[src/rtl/nes_pkg.sv]
// Shared NES CPU-bus constants and the autopoll state encoding used by joypad_port.
package nes_pkg;

  localparam logic [15:0] JOY1_ADDR   = 16'h4016;
  localparam logic [15:0] JOY2_ADDR   = 16'h4017;
  localparam logic [2:0]  OPEN_BUS_HI = 3'b010;

  typedef enum logic [2:0] {
    IDLE,
    LATCH,
    SAMPLE,
    SHIFT,
    COMMIT
  } poll_state_t;

  // Controller reads only drive bit 0; the upper bits mimic the open-bus value.
  function automatic logic [7:0] bus_byte(input logic pad_bit);
    return {OPEN_BUS_HI, 4'b0000, pad_bit};
  endfunction

endpackage

[src/rtl/joypad_port_if.sv]
// CPU-side bus signals seen by the controller port; the CPU model is master.
interface joypad_port_if;
  logic        m2;
  logic        rw;
  logic [15:0] cpu_addr;
  logic [7:0]  cpu_data_in;
  logic [7:0]  cpu_data_out;
  logic        cpu_data_oe;

  modport master (
    output m2, rw, cpu_addr, cpu_data_in,
    input  cpu_data_out, cpu_data_oe
  );

  modport slave (
    input  m2, rw, cpu_addr, cpu_data_in,
    output cpu_data_out, cpu_data_oe
  );
endinterface

[src/rtl/joy_sync.sv]
// Two-flop synchroniser for one active-low pad data line; resets to 1 (no button).
module joy_sync (
  input  logic clk,
  input  logic reset,
  input  logic d,
  output logic q
);
  logic meta;

  always_ff @(posedge clk) begin
    if (reset) begin
      meta <= 1'b1;
      q    <= 1'b1;
    end else begin
      meta <= d;
      q    <= meta;
    end
  end
endmodule

[src/rtl/joypad_port.sv]
// NES controller port at $4016/$4017: strobe latch, per-pad clock pulses, serial read-back.
// Build option JOYPAD_AUTOPOLL_EN: the block polls the pads itself and serves an emulated shift register.
//
// state  | meaning (autopoll build only)
// IDLE   | wait POLL_PERIOD cycles between polls
// LATCH  | joy_strobe high for POLL_HALF cycles
// SAMPLE | capture one bit from each pad
// SHIFT  | joy_clk high POLL_HALF, low POLL_HALF
// COMMIT | copy both captures into the shadows
module joypad_port
  import nes_pkg::*;
#(
  parameter int CLK_PULSE_CYCLES = 2,
  parameter int POLL_PERIOD      = 29830,
  parameter int POLL_HALF        = 6
) (
  input  logic          clk,
  input  logic          reset,
  joypad_port_if.slave  bus,
  output logic          joy_strobe,
  output logic [1:0]    joy_clk,
  input  logic [1:0]    joy_data_n
);

  logic       m2_q;
  logic [1:0] hit;
  logic       access_end;
  logic       rd_end;
  logic       wr_end;
  logic [1:0] sync_data;
  logic       pad_sel;
  logic       read_bit;
  logic       unused_data_hi;

  if (CLK_PULSE_CYCLES < 1 || POLL_HALF < 1 || POLL_PERIOD < 2) begin : g_bad_params
    $error("joypad_port: pulse/poll parameters out of range");
  end

  assign hit        = {bus.cpu_addr == JOY2_ADDR, bus.cpu_addr == JOY1_ADDR};
  assign access_end = m2_q & ~bus.m2;
  assign rd_end     = access_end & bus.rw;
  assign wr_end     = access_end & ~bus.rw;
  assign pad_sel    = hit[1];

  assign bus.cpu_data_oe  = bus.m2 & bus.rw & (|hit);
  assign bus.cpu_data_out = bus_byte(read_bit);
  assign unused_data_hi   = &{1'b0, bus.cpu_data_in[7:1]};

  always_ff @(posedge clk) begin
    if (reset) m2_q <= 1'b0;
    else       m2_q <= bus.m2;
  end

  for (genvar n = 0; n < 2; n++) begin : g_sync
    joy_sync u_sync (
      .clk   (clk),
      .reset (reset),
      .d     (joy_data_n[n]),
      .q     (sync_data[n])
    );
  end

`ifdef JOYPAD_AUTOPOLL_EN

  localparam int TMAX = (POLL_PERIOD > 2 * POLL_HALF) ? POLL_PERIOD : 2 * POLL_HALF;
  localparam int TW   = $clog2(TMAX + 1);

  poll_state_t   state, state_nxt;
  logic [TW-1:0] timer, timer_nxt;
  logic [2:0]    bit_idx, bit_nxt;
  logic          cap_en;
  logic          commit;
  logic          strobe_pin;
  logic          clk_pin;
  logic          cpu_strobe;
  logic [7:0]    capture [2];
  logic [7:0]    shadow  [2];
  logic [7:0]    shift   [2];

  always_ff @(posedge clk) begin
    if (reset) begin
      state   <= IDLE;
      timer   <= TW'(POLL_PERIOD - 1);
      bit_idx <= 3'd0;
    end else begin
      state   <= state_nxt;
      timer   <= timer_nxt;
      bit_idx <= bit_nxt;
    end
  end

  always_comb begin
    state_nxt  = state;
    timer_nxt  = (timer == '0) ? '0 : timer - TW'(1);
    bit_nxt    = bit_idx;
    cap_en     = 1'b0;
    commit     = 1'b0;
    strobe_pin = 1'b0;
    clk_pin    = 1'b0;
    case (state)
      IDLE: begin
        if (timer == '0) begin
          state_nxt = LATCH;
          timer_nxt = TW'(POLL_HALF - 1);
          bit_nxt   = 3'd0;
        end
      end
      LATCH: begin
        strobe_pin = 1'b1;
        if (timer == '0) state_nxt = SAMPLE;
      end
      SAMPLE: begin
        cap_en = 1'b1;
        if (bit_idx == 3'd7) begin
          state_nxt = COMMIT;
        end else begin
          state_nxt = SHIFT;
          timer_nxt = TW'(2 * POLL_HALF - 1);
        end
      end
      SHIFT: begin
        // Upper half of the countdown is the high phase of the pad clock.
        clk_pin = (timer >= TW'(POLL_HALF));
        if (timer == '0) begin
          state_nxt = SAMPLE;
          bit_nxt   = bit_idx + 3'd1;
        end
      end
      COMMIT: begin
        commit    = 1'b1;
        state_nxt = IDLE;
        timer_nxt = TW'(POLL_PERIOD - 1);
      end
      default: state_nxt = IDLE;
    endcase
  end

  always_ff @(posedge clk) begin
    if (reset) begin
      cpu_strobe <= 1'b0;
      for (int n = 0; n < 2; n++) begin
        capture[n] <= 8'h00;
        shadow[n]  <= 8'h00;
        shift[n]   <= 8'h00;
      end
    end else begin
      if (wr_end & hit[0]) cpu_strobe <= bus.cpu_data_in[0];
      for (int n = 0; n < 2; n++) begin
        if (cap_en) capture[n][bit_idx] <= ~sync_data[n];
        if (commit) shadow[n] <= capture[n];
        if (cpu_strobe)              shift[n] <= shadow[n];
        else if (rd_end & hit[n])    shift[n] <= {1'b1, shift[n][7:1]};
      end
    end
  end

  assign joy_strobe = strobe_pin;
  assign joy_clk    = {2{clk_pin}};
  assign read_bit   = shift[pad_sel][0];

`else

  localparam int CW = $clog2(CLK_PULSE_CYCLES + 1);

  logic [CW-1:0] pulse_cnt [2];

  // A read during an active pulse reloads, so back-to-back reads give one unbroken pulse.
  always_ff @(posedge clk) begin
    if (reset) begin
      joy_strobe   <= 1'b0;
      pulse_cnt[0] <= '0;
      pulse_cnt[1] <= '0;
    end else begin
      if (wr_end & hit[0]) joy_strobe <= bus.cpu_data_in[0];
      for (int n = 0; n < 2; n++) begin
        if (rd_end & hit[n])          pulse_cnt[n] <= CW'(CLK_PULSE_CYCLES);
        else if (pulse_cnt[n] != '0)  pulse_cnt[n] <= pulse_cnt[n] - CW'(1);
      end
    end
  end

  assign joy_clk  = {pulse_cnt[1] != '0, pulse_cnt[0] != '0};
  assign read_bit = ~sync_data[pad_sel];

`endif

endmodule

[src/flat_wrapper.sv]
// flat-port wrapper written by rule: the top's interface ports become plain ports
module joypad_port_flat import nes_pkg::*;
#(
  parameter int CLK_PULSE_CYCLES = 2,
  parameter int POLL_PERIOD      = 29830,
  parameter int POLL_HALF        = 6
)
  (clk, reset, joy_strobe, joy_clk, joy_data_n, bus_m2, bus_rw, bus_cpu_addr, bus_cpu_data_in, bus_cpu_data_out, bus_cpu_data_oe);
  joypad_port_if bus_i ();
  input  logic clk;
  input  logic reset;
  output logic joy_strobe;
  output logic [1:0] joy_clk;
  input  logic [1:0] joy_data_n;
  input wire logic [$bits(bus_i.m2)-1:0] bus_m2;
  input wire logic [$bits(bus_i.rw)-1:0] bus_rw;
  input wire logic [$bits(bus_i.cpu_addr)-1:0] bus_cpu_addr;
  input wire logic [$bits(bus_i.cpu_data_in)-1:0] bus_cpu_data_in;
  output wire logic [$bits(bus_i.cpu_data_out)-1:0] bus_cpu_data_out;
  output wire logic [$bits(bus_i.cpu_data_oe)-1:0] bus_cpu_data_oe;
  assign bus_i.m2 = bus_m2;
  assign bus_i.rw = bus_rw;
  assign bus_i.cpu_addr = bus_cpu_addr;
  assign bus_i.cpu_data_in = bus_cpu_data_in;
  assign bus_cpu_data_out = bus_i.cpu_data_out;
  assign bus_cpu_data_oe = bus_i.cpu_data_oe;
  joypad_port #(.CLK_PULSE_CYCLES(CLK_PULSE_CYCLES), .POLL_PERIOD(POLL_PERIOD), .POLL_HALF(POLL_HALF)) u_core (.clk(clk), .reset(reset), .bus(bus_i), .joy_strobe(joy_strobe), .joy_clk(joy_clk), .joy_data_n(joy_data_n));
endmodule
[config.mk]
export PLATFORM = sky130hd
export DESIGN_NAME = joypad_port_flat
export DESIGN_NICKNAME = d
export VERILOG_FILES = /design/src/rtl/nes_pkg.sv /design/src/rtl/joypad_port_if.sv /design/src/rtl/joy_sync.sv /design/src/rtl/joypad_port.sv /design/src/flat_wrapper.sv
export SDC_FILE = /design/constraint.sdc
export NUM_CORES = 1
export LEC_CHECK = 0
export CORE_MARGIN = 2
export CORE_UTILIZATION = 30
export CTS_CLUSTER_DIAMETER = 200
export DETAILED_ROUTE_END_ITERATION = 6
export GPL_ROUTABILITY_DRIVEN = 0
export PLACE_DENSITY_LB_ADDON = 0.12
export REMOVE_ABC_BUFFERS = 1
export SETUP_SLACK_MARGIN = 0.05
export SLEW_MARGIN = 20
export SYNTH_ARGS = -nofsm -noshare
export SYNTH_HDL_FRONTEND = slang
export SYNTH_SLANG_ARGS = --single-unit
[constraint.sdc]
create_clock -name clk -period 1.45 [get_ports clk]
set_clock_uncertainty 0.2 [all_clocks]
set_input_delay 0.145 -clock clk [delete_from_list [all_inputs] [get_ports clk]]
set_output_delay 0.145 -clock clk [all_outputs]
set_load 0.05 [all_outputs]
# ---- Word level (Yosys, flattened, before mapping)
# Memory sizes are Yosys's and may differ from the RTL's.
# Cells that the tools add are included.
# Widths: inputs -> output; s select.
dict set report word_totals {
  memories 1
  out_inout_bits 12
  word_cells 52
  ramBits 4
  input_bits 30
  register_bits 6
}
# name depth width read_ports rd_clocked_by_memory_dff wr line_no
set memory_table {}
lappend memory_table {u_core.pulse_cnt 2 2 2 0 2 joypad_port.sv:165} ;# logic [CW-1:0] pulse_cnt [2];
dict set report classes {
  n_bitwise 15
  eq_ne 2
  muxes 22
  addsub 2
  n_reduce_logical 3
  magnitude_cmp 1
}
# cell count
set ops {}
lappend ops {{$eq 16x15->1 const B} 2}
lappend ops {{$mux 1} 18}
lappend ops {{$and 1x1->1} 8}
lappend ops {{$mux 2} 4}
lappend ops {{$or 1x1->1} 4}
lappend ops {{$reduce_bool 2->1} 2}
lappend ops {{$sub 2x1->2 const B} 2}
lappend ops {{$not 1->1} 3}
lappend ops {{$lt 1x2->1 const B} 1}
lappend ops {{$reduce_or 2->1} 1}

# ---- Logic depth before layout (Yosys ltp)
# Gate-level depths: netlist of the first run.
dict set report depth {
  ltp_word 9
  ltp_mapped 6
  ltp_nobuf 6
}

# ---- Modules after synthesis
# Synthesis of the first run repeated with hierarchy kept, for this count alone.
dict set report unflattened {
  cells_unflattened 62
  hier_area_um2 621.8
}
# mod area_per_inst_um2 cells_each seq_area_each_um2 instances
set by_module_without_submodules {}
lappend by_module_without_submodules {joypad_port 516.7 54 160.2 1}
lappend by_module_without_submodules {joy_sync 52.6 4 40.0 2}

# ---- Worst setup path before layout of the first run
# No wires, ideal clock.
dict set report synth_timing {
  kind {reg2reg}
  start {mem u_core.pulse_cnt[1][0] in the netlist's numbering}
  end {mem u_core.pulse_cnt[1][1] in the netlist's numbering (data pin)}
  path_buffers 0
  path_stages_with_launch 7
  setup_ns 0.259
  required_time_ns 0.991
  setup_slack_ns -0.221
  synth_period_minus_slack_ns 1.671
  arrival_ns 1.212
  cell_sequence {edfxtp_1 > inv_1 > ha_1 > inv_1 > nand2_1 > a22oi_1 > nor3_1}
}
# element line_no
set synth_lines {}
lappend synth_lines {{start, declared} joypad_port.sv:165}

# ---- Worst setup path in the final report of the first run
dict set report layout_timing {
  start {in bus_cpu_addr[9]}
  end {out bus_cpu_data_oe}
}
dict set report layout_between {
  elab_chain_cells 3
  elab_cells_between_ends 4
  cone_classes {eq/ne: 2; bitwise: 1; reduce/logical: 1}
}
# element line_no
set layout_rtl {}
lappend layout_rtl {{start, declared} flat_wrapper.sv:17} ;# input wire logic [$bits(bus_i.cpu_addr)-1:0] bus_cpu_addr;
lappend layout_rtl {{$eq 16x15->1} joypad_port.sv:39} ;# assign hit = {bus.cpu_addr == JOY2_ADDR, bus.cpu_addr == JOY1_ADDR};
lappend layout_rtl {{$reduce_or 2->1 (*)} joypad_port.sv:45} ;# assign bus.cpu_data_oe = bus.m2 & bus.rw & (|hit);
lappend layout_rtl {{$and 1x1->1 (*)} joypad_port.sv:45}
lappend layout_rtl {{end, declared} flat_wrapper.sv:20} ;# output wire logic [$bits(bus_i.cpu_data_oe)-1:0] bus_cpu_data_oe;
# Mark *: on every way between the ends. The rest lies on a longest branch, timed or not.

==> results.cfg, run 1 <==
[clocking]
clock_tree.buffer_depth = 2
holdBufCountCts = 0
ctsHtreeMaxLevel = 1
clk_pin_slew_ns = 0.07
cts_buffers = 3
clkSinkCount = 10
clock-root-buffer = clkbuf_4
clock_latency_ns = 0.27
cts_tree = yes

[worst_setup_path]
reg2reg_depth = 6
endpoint_kind = output pin
crit_path_frequent_cell = buf_6
worst_r2r_startpoint = u_core.pulse_cnt[1][1]
r2r-end = u_core.pulse_cnt[1][1]
path_class = input pin to output pin
cpMaxStageDelayCell = and4_4
cp.arrival_ns = 1.24
cp-start-kind = input pin
slowest_delay_ns = 0.30
worst-r2r-setup-slack_ns = 0.01
crit_path_cell_trace = buf_6 > nor4bb_4 > and4_4 > buf_6 > and3_4 > buf_12
worstPathMaxFanout = 4
cp-startpoint = bus_cpu_addr[9]
worstPathRequired_ns = 1.11

[drt]
routed_wirelength_um = 1360
vias = 559
firstDrtPassIters = 4
drc_errors = 0
wl_per_cell_um = 10.4
ant_nets = 0
viasPerCell = 4.27
drt-initial-drc-count = 6

[sta]
timing.final.crit_share_pct = 109
max_freq_ghz = 0.630
setup_violations = 4
fin_tns_setup_ns = -0.347
rsz0062_at_grt = true
worst_slack_ns = -0.137
final_max_slew_viol_count = 0
hold_violations = 0
period_minus_slack_ns = 1.59

[cells_and_area]
diodes = 0
final_common_cell = buf_6
most-common-layout-cells = buf_6 (13), conb_1 (7), buf_4 (7)
syn_to_final_growth_pct = 98.3
nets = 137
drive_above_1_share_pct = 57.7
fin_cells = 131

[global_route]
globalRouteOverflowTotal = 0
antenna_found_initial = 0
grt_pass1_vias = 550
grt_pass1_wl_um = 2290
grt_max_degree = 7
grtUsageTotal_pct = 15.0

[power_and_ir_drop]
p_clk_share_pct = 13.3
p_int_w = 0.00117
pwr-share-seq_pct = 21.7
peakVddDrop_v = 0.000827
p_sw_share_pct = 36.7
power_density_nw_per_um2 = 1580
leakage_nw = 0.531
pwr-share-comb_pct = 65.0
power.switching_w = 0.000676

[die]
die_x_um = 48.3
core.rowCount = 16
initial_core_util_pct = 30.9
dieArea_um2 = 2330
die_h_um = 48.3
io-pin-count = 42
core_um2 = 1900

[job]
drv_cap = 0

[worst_hold_path]
hold_path_depth = 4
min_to = u_core.joy_strobe
min_from = bus_rw
hp-class = input pin to flop

[yosys]
synth_warnings = 0
yosys_register_bits = 10
syn_avg_cell_area_um2 = 9.19
synth_area_um2 = 588
syn_inst = 64
synth.distinct_cells = 28
yosysSeqAreaShare_pct = 40.9

[status]
status = finished with violations
violations = setup timing

[placed_design]
io_buffers = 27
dp.cells = 120
dp_hpwl_um = 971
## synthesized netlist by cell type (all sizes together)
| master | n | area share (%) |
|---|---|---|
| a21bo | 1 | 1.7 |
| a21oi | 1 | 0.85 |
| a22oi | 1 | 1.3 |
| a31oi | 3 | 3.2 |
| and3 | 3 | 3.4 |
| and3b | 1 | 1.7 |
| and4 | 1 | 1.5 |
| buf | 10 | 13 |
| conb | 2 | 1.3 |
| dfxtp | 6 | 20 |
| edfxtp | 4 | 20 |
| ha | 2 | 4.3 |
| inv | 7 | 4.5 |
| mux2i | 1 | 1.7 |
| nand2 | 6 | 3.8 |
| nand3 | 1 | 0.85 |
| nor2 | 3 | 1.9 |
| nor2b | 1 | 1.1 |
| nor3 | 1 | 0.85 |
| nor3b | 1 | 1.3 |
| nor4 | 1 | 1.1 |
| nor4b | 2 | 4.0 |
| nor4bb | 1 | 1.7 |
| or2 | 4 | 4.3 |
## stage by stage
stage                     hold slack [ns]  setup slack (ns)  total power, W  utilization, %  area, um^2
after floorplan                    0.0141            -0.481        0.000786               -         531
after global placement              0.195            -0.584         0.00112            49.3         937
after detailed placement            0.192            -0.601         0.00113            49.3         937
after CTS                           0.209            -0.172         0.00170            57.3        1090
after global routing               0.0802            -0.207         0.00195            61.3        1170
final                              0.0610            -0.137         0.00184            61.3        1170
## sequential cells by signal, indices dropped and copies added, names as in the netlist
name,count
u_core.g_sync.u_sync.meta,2
u_core.g_sync.u_sync.q,2
u_core.joy_strobe,1
u_core.m2_q,1
u_core.pulse_cnt,4
## worst max-delay path, delay by kind of cell
| kind | cells | cell delay, ns |
|---|---|---|
| AND/OR/NAND/NOR | 3 | 0.76 |
| buffers and inverters | 3 | 0.35 |
## cell type report
type / count / area [um^2]
repair buffers: 41 / 440
multi-input cells: 42 / 384
inverters: 7 / 31.3
flip-flops and latches: 10 / 240
clock buffers: 4 / 36.3
well taps: 27 / 33.8
fillers: 164 / 736
## kinds of logic (layout without fill, tap and decap cells)
group	count (synthesis)	count (layout)	synth area share [%]
compound gates	6	6	7.02
fa+ha+maj	2	2	4.25
buf+inv	17	52	17.4
flops	10	10	40.9
mux	1	1	1.70
other cells	2	7	1.28
simple gates	26	26	27.4
## timing repair
item / in CTS / in global routing
pin swaps: 12 / 7
setup endpoints to repair: 13 / 13
resized for setup: 74 / 15
buffers inserted: 5 / 2
## worst max path at each step
stage / end / slack [ns] / depth (start not counted)
final: bus_cpu_data_oe / -0.14 / 6
after global routing: bus_cpu_data_oe / -0.21 / 6
after CTS: bus_cpu_data_out[0] / -0.17 / 6
after detailed placement: bus_cpu_data_out[0] / -0.60 / 6
after global placement: bus_cpu_data_out[0] / -0.58 / 6
after floorplan: bus_cpu_data_out[0] / -0.48 / 4
## metal layers
metal / up-vias / part of all wire, % / track usage (%)
met5: - / 0 / 0
met4: 0 / 0.59 / 4.86
met3: 2 / 5.4 / 6.67
met2: 17 / 57 / 26.6
met1: 257 / 37 / 15.6
li1: 283 / - / -
## power groups by stage
| stage | registers (W) | logic, W | clock network, W |
|---|---|---|---|
| floorplan | 0.000390 | 0.000395 | 0 |
| global placement | 0.000393 | 0.000729 | 0 |
| detailed placement | 0.000395 | 0.000739 | 0 |
| CTS | 0.000400 | 0.00105 | 0.000256 |
| global route | 0.000404 | 0.00128 | 0.000268 |
| finish | 0.000400 | 0.00120 | 0.000245 |
No activity file was read; power rests on OpenSTA's default activity.
==> inputs of run 2 (changes only) <==
--- a/config.mk
+++ b/config.mk
@@ -5,8 +5,8 @@
 export SDC_FILE = /design/constraint.sdc
 export NUM_CORES = 1
 export LEC_CHECK = 0
-export CORE_MARGIN = 2
-export CORE_UTILIZATION = 30
+export ABC_AREA = 1
+export CORE_UTILIZATION = 33
 export CTS_CLUSTER_DIAMETER = 200
 export DETAILED_ROUTE_END_ITERATION = 6
 export GPL_ROUTABILITY_DRIVEN = 0
==> run 2 against run 1 <==
Effect of this change:
- the run still ends with setup timing left
- first-iteration DRC count decreased by 33%
- global-route usage increased by 0.21 points
- final cell count increased by 21%
- flip-flop and latch count unchanged
- area after synthesis increased by 18%
==> results.cfg, run 2 <==
[power_and_ir_drop]
p_clk_share_pct = 14.1
peakVddDrop_v = 0.000960
pwr-share-comb_pct = 62.2
power.switching_w = 0.000623
pwr-share-seq_pct = 23.7
leakage_nw = 0.627
p_int_w = 0.00110
p_sw_share_pct = 36.1
power_density_nw_per_um2 = 1350

[yosys]
yosys-top-cells-area = dfxtp_1 (17%), edfxtp_1 (17%), buf_4 (8.6%)
yosys_register_bits = 10
synth_edf_count = 4
syn_avg_cell_area_um2 = 8.18
synth_top_area_share_pct = 17.3
yosys.area.top_type = dfxtp_1
async_reset_ff_share_pct = 0
yosysMostFrequentCell = inv_1
syn_inst = 85
synth_area_um2 = 696
synth_ff_type = dfxtp_1
synth_warnings = 0
synth.distinct_cells = 23
yosysSeqAreaShare_pct = 34.5
synthTopCellsByCount = inv_1 (14), nor2_1 (10), buf_4 (8)

[global_route]
globalRouteOverflowTotal = 0
grt_pass1_vias = 603
grt_pass1_wl_um = 2380
grt_max_degree = 8
antenna_found_initial = 0
grtUsageTotal_pct = 15.2

[cells_and_area]
nets = 165
most-common-layout-cells = buf_4 (15), buf_6 (11), nor2_1 (8), buf_2 (8)
largest_reg_flops = 4
n_fill_cell = 178
top_regs = u_core.pulse_cnt: 4 flops, u_core.g_sync.u_sync.meta: 2 flops, u_core.g_sync.u_sync.q: 2 flops
utilization_pct = 65.1
syn_to_final_growth_pct = 83.6
diodes = 0
fin_cells = 159
top_register = u_core.pulse_cnt
drive_above_1_share_pct = 62.9
final_common_cell = buf_4

[sta]
period_minus_slack_ns = 1.54
final_max_slew_viol_count = 0
worst_slack_ns = -0.0889
setup_violations = 4
rsz0062_at_grt = true
max_freq_ghz = 0.650
timing.final.crit_share_pct = 106
fin_tns_setup_ns = -0.219
hold_violations = 0

[status]
status = finished with violations
violations = setup timing

[die]
core.rowCount = 16
dieArea_um2 = 2300
core_um2 = 1960
initial_core_util_pct = 35.5
io-pin-count = 42
die_x_um = 47.9
die_h_um = 47.9

[worst_setup_path]
cpMaxStageDelayCell = edfxtp_1
cp-start-kind = flop
path_class = flop to output pin
crit_path_cell_trace = inv_1 > ha_2 > inv_2 > buf_6 > buf_12
cp.arrival_ns = 1.19
endpoint_kind = output pin
slowest_delay_ns = 0.39
worstPathMaxFanout = 2
worstPathRequired_ns = 1.11

[placed_design]
io_buffers = 27
dp.cells = 145
dp_hpwl_um = 1040

[clocking]
ctsHtreeMaxLevel = 1
clock_tree.buffer_depth = 2
clk_pin_slew_ns = 0.06
cts_tree = yes
clkSinkCount = 10
cts_buffers = 3
clock_latency_ns = 0.26
clock-root-buffer = clkbuf_4

[drt]
routed_wirelength_um = 1470
drt-initial-drc-count = 4
viasPerCell = 4.06
firstDrtPassIters = 3
drc_errors = 0
vias = 646
ant_nets = 0
wl_per_cell_um = 9.27

[job]
drv_cap = 0

[worst_hold_path]
hp-class = input pin to flop
## run 2: changes by cell type after synthesis, sizes merged, moves of 2 or more
cell | previous run | this run
nor2 | 3 | 18
inv | 7 | 15
nand3 | 1 | 9
a31oi | 3 | 0
and3 | 3 | 0
nand2 | 6 | 9
nand4 | 0 | 3
buf | 10 | 8
nor4b | 2 | 0
## run 2: power by group through the flow
| stage | Combinational (W) | Sequential [W] | Clock (W) |
|---|---|---|---|
| after floorplan | 0.000417 | 0.000402 | 0 |
| after global placement | 0.000744 | 0.000407 | 0 |
| after detailed placement | 0.000759 | 0.000410 | 0 |
| after CTS | 0.000937 | 0.000406 | 0.000252 |
| after global routing | 0.00117 | 0.000417 | 0.000271 |
| final | 0.00107 | 0.000409 | 0.000243 |
## run 2: final timing paths
check                                                  start                        end  slack [ns]  depth (start not counted)
worst max-delay path                  u_core.pulse_cnt[1][0]                 joy_clk[1]       -0.09                          5
worst min-delay path                                  bus_m2                u_core.m2_q        0.14                          4
worst max register to register        u_core.pulse_cnt[1][0]     u_core.pulse_cnt[1][0]       -0.04                          7
worst min register to register  u_core.g_sync[0].u_sync.meta  u_core.g_sync[0].u_sync.q        0.21                          1
## run 2: worst max-delay path: cells and delay by family, from the launching register on
family	cells	cell delay (ns)
flops	1	0.39
buf+inv	4	0.36
fa+ha+maj	1	0.18
## run 2: metrics by stage
stage,power [W],setup slack (ns),hold slack (ns),instance area [um^2]
after CTS,0.00159,-0.0836,0.133,1150
after detailed placement,0.00117,-0.375,0.199,1080
after global placement,0.00115,-0.358,0.193,1080
after floorplan,0.000819,-0.515,0.0141,654
final,0.00172,-0.0889,0.139,1280
after global routing,0.00186,-0.148,0.148,1280
## run 2: area by class of cell
cell class	count	area (um^2)	area share (%)
Clock buffer	4	36.3	2.84
Inverter	16	76.3	5.97
Multi-Input combinational cell	56	442	34.6
Sequential cell	10	240	18.8
Tap cell	27	33.8	2.64
Timing Repair Buffer	46	449	35.2
## run 2: per-layer routing
metal | global-route usage (%) | vias to the layer above | wire length [um]
li1 | - | 342 | -
met1 | 16.2 | 282 | 533
met2 | 28.1 | 22 | 840
met3 | 6.79 | 0 | 100
met4 | 1.67 | 0 | 0
met5 | 0 | - | 0
## run 2: repair_timing
action,CTS,global route
setup endpoints to repair,12,10
cloned,0,0
endpoints found under the hold margin,0,0
pin swaps,22,20
resized for setup,76,21
hold buffers,0,0
setup buffers,8,3
## run 2: kinds of logic (layout without fill, tap and decap cells)
family / Yosys count / in the layout / synth area share [%]
simple gates: 44 / 44 / 38.7
buf+inv: 24 / 66 / 19.2
flops: 10 / 10 / 34.5
fa+ha+maj: 2 / 2 / 3.60
other cells: 2 / 7 / 1.08
compound gates: 2 / 2 / 1.44
mux: 1 / 1 / 1.44
==> inputs of run 3 (changes only) <==
--- a/config.mk
+++ b/config.mk
@@ -13,7 +13,6 @@
 export PLACE_DENSITY_LB_ADDON = 0.12
 export REMOVE_ABC_BUFFERS = 1
 export SETUP_SLACK_MARGIN = 0.05
-export SLEW_MARGIN = 20
 export SYNTH_ARGS = -nofsm -noshare
 export SYNTH_HDL_FRONTEND = slang
 export SYNTH_SLANG_ARGS = --single-unit
==> results of run 3 <==
No change in the layout: final DEF, timing and power equal those of run 2.
